[config.mk]
export PLATFORM = sky130hd
export DESIGN_NAME = cdb_arbiter
export DESIGN_NICKNAME = d
export VERILOG_FILES = /design/src/rtl/cdb_arbiter.sv
export SDC_FILE = /design/constraint.sdc
export NUM_CORES = 1
export LEC_CHECK = 0
export ABC_CLOCK_PERIOD_IN_PS = 2670
export CORE_MARGIN = 8
export CORE_UTILIZATION = 36
export CTS_BUF_LIST = sky130_fd_sc_hd__clkbuf_16
export CTS_CLUSTER_DIAMETER = 150
export DETAILED_ROUTE_END_ITERATION = 10
export PLACE_DENSITY = 0.88
export SETUP_SLACK_MARGIN = 0.1
export SYNTH_ARGS = -nofsm -noshare
export SYNTH_HDL_FRONTEND = slang
export SYNTH_SLANG_ARGS = --single-unit
[constraint.sdc]
create_clock -name clk -period 2.67 [get_ports clk]
set_input_delay 0.4005 -clock clk [delete_from_list [all_inputs] [get_ports clk]]
set_output_delay 0.4005 -clock clk [all_outputs]
set_load 0.005 [all_outputs]
[src/rtl/cdb_arbiter.sv]
// cdb_arbiter: round-robin arbiter that picks one functional-unit result per cycle
// and broadcasts its tag and data on the registered common data bus.
module cdb_arbiter #(
    parameter int N_UNITS = 4,
    parameter int Data_Width = 32,
    parameter int Reg_Lock_Width = 5,
    parameter logic [Reg_Lock_Width-1:0] Reg_No_Lock = '0
) (
    input  logic                               clk,
    input  logic                               rst_n,
    input  logic                               flush,
    input  logic [N_UNITS-1:0]                 req_valid,
    input  logic [N_UNITS*Reg_Lock_Width-1:0]  req_index,
    input  logic [N_UNITS*Data_Width-1:0]      req_result,
    output logic [N_UNITS-1:0]                 grnt,
    output logic [Reg_Lock_Width-1:0]          cdb_index,
    output logic [Data_Width-1:0]              cdb_result,
    output logic                               cdb_valid
);
    localparam int PW = N_UNITS > 1 ? $clog2(N_UNITS) : 1;

    logic [PW-1:0]             rr_ptr;
    logic [PW-1:0]             win;
    logic [PW-1:0]             nxt_ptr;
    logic                      found;
    logic                      take;
    logic [Reg_Lock_Width-1:0] win_index;
    logic [Data_Width-1:0]     win_result;

    always_comb begin
        found = 1'b0;
        win   = '0;
        for (int k = 0; k < N_UNITS; k++) begin
            if (!found && req_valid[(int'(rr_ptr) + k) % N_UNITS]) begin
                found = 1'b1;
                win   = PW'((int'(rr_ptr) + k) % N_UNITS);
            end
        end
    end

    // Grant is gated by reset so the bus stays quiet while rst_n is held low.
    assign take       = found && !flush && rst_n;
    assign grnt       = take ? (N_UNITS'(1) << win) : '0;
    assign win_index  = req_index[win*Reg_Lock_Width +: Reg_Lock_Width];
    assign win_result = req_result[win*Data_Width +: Data_Width];
    assign nxt_ptr    = (int'(win) == N_UNITS - 1) ? '0 : win + 1'b1;

    always_ff @(posedge clk or negedge rst_n) begin
        if (!rst_n) begin
            cdb_valid  <= 1'b0;
            cdb_index  <= Reg_No_Lock;
            cdb_result <= '0;
            rr_ptr     <= '0;
        end else if (flush) begin
            cdb_valid <= 1'b0;
            cdb_index <= Reg_No_Lock;
            rr_ptr    <= '0;
        end else if (found) begin
            cdb_valid  <= win_index != Reg_No_Lock;
            cdb_index  <= win_index;
            cdb_result <= win_result;
            rr_ptr     <= nxt_ptr;
        end else begin
            cdb_valid <= 1'b0;
            cdb_index <= Reg_No_Lock;
        end
    end
endmodule

==> results.sh <==
export IMPL_status="finished clean"
export IMPL_clock_latency_ns=0.27
export IMPL_synth_avg_cell_area_um2=10.5
export IMPL_cp_max_fo=5
export IMPL_grt_pass1_wl_um=15900
export IMPL_cts_sinks=40
export IMPL_die_area_um2=11100
export IMPL_vias_per_cell=4.89
export IMPL_grt_pass1_vias=3178
export IMPL_core_area_um2=7730
export IMPL_grt_overflow=0
export IMPL_arrival_ns=2.05
export IMPL_syn_area_um2=2870
export IMPL_critical_path_class="input pin to output pin"
export IMPL_htreeDepth=2
export IMPL_cp_start_kind="input pin"
export IMPL_clock_path_buffers=2
export IMPL_antenna_found_initial=0
export IMPL_grt_max_degree=47
export IMPL_period_share_pct=91.9
export IMPL_drc_errors=0
export IMPL_rows=32
export IMPL_drive_gt1_share_pct=14.4
export IMPL_r2r_slack_ns=0.56
export IMPL_syn_inst=273
export IMPL_fill_cells=616
export IMPL_power_density_nw_per_um2=512
export IMPL_syn_to_final_growth_pct=75.4
export IMPL_synth_mux_area_share_pct=38.9
export IMPL_synthSimpleGateAreaFrac_pct=9.56
export IMPL_dp_final_hpwl_um=8240
export IMPL_path_clk_slew_ns=0.06
export IMPL_grt_usage_pct=17.6
export IMPL_drv_slew=0
export IMPL_final_hold_viol_count=0
export IMPL_vias=2803
export IMPL_worst_pin_slew_ns=0.549
export IMPL_r2r_end="cdb_result[18]"
export IMPL_nNetsFinal=630
export IMPL_end_kind="output pin"
export IMPL_final_common_cell="clkdlybuf4s50_1"
export IMPL_power_mw=2.57
export IMPL_leakagePower_nw=2.13
export IMPL_max_freq_ghz=0.407
export IMPL_rsz0062_at_grt="false"
export IMPL_layout_min_cycle_time_ns=2.45
export IMPL_synth_compound_area_share_pct=8.29
export IMPL_numCtsBuffers=5
export IMPL_drtPass1Iterations=6
export IMPL_max_vdd_ir_drop_v=0.000249
export IMPL_wl_per_cell_um=17.2
export IMPL_synthDistinctLibCells=29
export IMPL_synth_adder_area_share_pct=1.75
export IMPL_die_y_um=105
export IMPL_timing_max_cap_violations=0
export IMPL_antennaDiodeCount=0
export IMPL_synth_xor_area_share_pct=0
export IMPL_reg2reg_depth=7
export IMPL_critPathLaunch="req_valid[1]"
export IMPL_numPortBuffers=196
export IMPL_skew_ns=0.00388
export IMPL_tritoncts="done"
export IMPL_ys_warnings_count=0
export IMPL_synth_top_family_by_area="multiplexers"
export IMPL_yosys_register_bits=40
export IMPL_antenna_left=0
export IMPL_rr_startpoint="rr_ptr[1]"
export IMPL_wl_um=9870
export IMPL_die_width_um=105
export IMPL_synth_fp_nets=432
export IMPL_tns_ns=0
export IMPL_hold_class="input pin to async pin"
export IMPL_cts_root_buf="clkbuf_16"
export IMPL_initial_utilization_pct=37.1
export IMPL_place_congestion=0.889
export IMPL_crit_required_ns=2.27
export IMPL_drtIter0Drc=58
export IMPL_setup_viol=0
export IMPL_maxSlewHeadroom_pct=63.4
export IMPL_ioPinCount=197
export IMPL_ys_seq_area_share_pct=34.9
export IMPL_layout_common_cells="clkdlybuf4s50_1 (189), mux2i_1 (72), dfrtp_1 (40)"
logic make-up after synthesis:
family / after synthesis
muxes: 107
and+or+nand+nor: 58
AOI/OAI and AO/OA: 41
DFF: 40
buffers and inverters: 23
adders and majority gates: 4
metrics by stage:
stage | hold slack [ns] | util (%) | setup WS, ns | std cells | cell area (um2)
floorplan | 0.105 | - | 0.671 | 273 | 2870
global placement | 0.460 | 63.1 | -0.0538 | 564 | 4880
detailed placement | 0.472 | 63.1 | -0.196 | 564 | 4880
CTS | 0.288 | 65.0 | 0.134 | 573 | 5020
global route | 0.320 | 65.1 | 0.149 | 573 | 5030
finish | 0.271 | 65.1 | 0.215 | 573 | 5030
cell type report:
cell class / instances / area [um2] / area share (%)
multi-input combinational: 210 / 1690 / 33.6
inverter: 3 / 11.3 / 0.224
clock buffer: 5 / 125 / 2.49
tap: 102 / 128 / 2.54
timing repair buffer: 211 / 2070 / 41.1
clock inverter: 2 / 8.76 / 0.174
sequential: 40 / 1000 / 19.9
state kept, by name (all words and copies together), names as in the netlist:
name and flops:
cdb_valid 1, cdb_index 5, rr_ptr 2, cdb_result 32
worst max-delay path: stages:
cell and delay (ns):
clkdlybuf4s50_1 0.42, buf_4 0.16, o21bai_1 0.21, and2_4 0.22
inv_2 0.05, ha_1 0.18, and3_1 0.15, dlygate4sd2_1 0.26
power breakdown:
group | switching (mW) | internal (mW) | leakage (nW) | total (mW)
clock | 0.214 | 0.335 | 0.0709 | 0.549
sequential | 0.0708 | 0.731 | 0.492 | 0.802
combinational | 0.460 | 0.763 | 1.57 | 1.22
timing repair:
action,CTS,global route
resized for setup,8,1
setup endpoints to repair,5,9
hold buffers,0,0
pin swaps,1,0
buffers inserted,2,0
cloned,0,0
worst max-delay path by stage:
| stage | end | slack, ns | cells past startpoint |
|---|---|---|---|
| 6_report | grnt[1] | 0.22 | 8 |
| 5_1_grt | grnt[1] | 0.15 | 8 |
| 4_1_cts | cdb_result[18] | 0.13 | 8 |
| 3_5_place_dp | cdb_result[18] | -0.20 | 8 |
| 3_3_place_gp | grnt[1] | -0.05 | 8 |
| 2_1_floorplan | grnt[3] | 0.67 | 7 |
routing by layer:
layer	share of wire [%]	global-route usage, %
met1	40	18.0
met2	50	32.6
met3	8.2	6.33
met4	2.6	5.61
met5	0	0
synth_stat cells:
cell	n	area share, %
clkbuf_1	10	1.3
inv_2	1	0.13
ha_1	4	1.7
nand2_1	33	4.3
o21ai_1	1	0.17
a41oi_2	1	0.57
buf_12	2	1.4
or2_1	1	0.22
buf_8	6	3.1
nor3_1	3	0.52
nor3_2	1	0.35
nor4_1	1	0.22
and3_2	4	1.0
dfrtp_1	40	35
a221o_1	1	0.35
buf_2	2	0.35
a21oi_1	1	0.17
and3_1	4	0.87
inv_1	2	0.26
o21ai_0	31	5.4
nor3b_1	1	0.26
and2_4	1	0.31
nor2b_1	3	0.65
nor2_1	6	0.79
mux2i_1	72	25
mux2_2	35	14
a211oi_1	4	1.0
o22a_1	1	0.31
o21bai_1	1	0.26
Power figures use the tool's default switching activity.
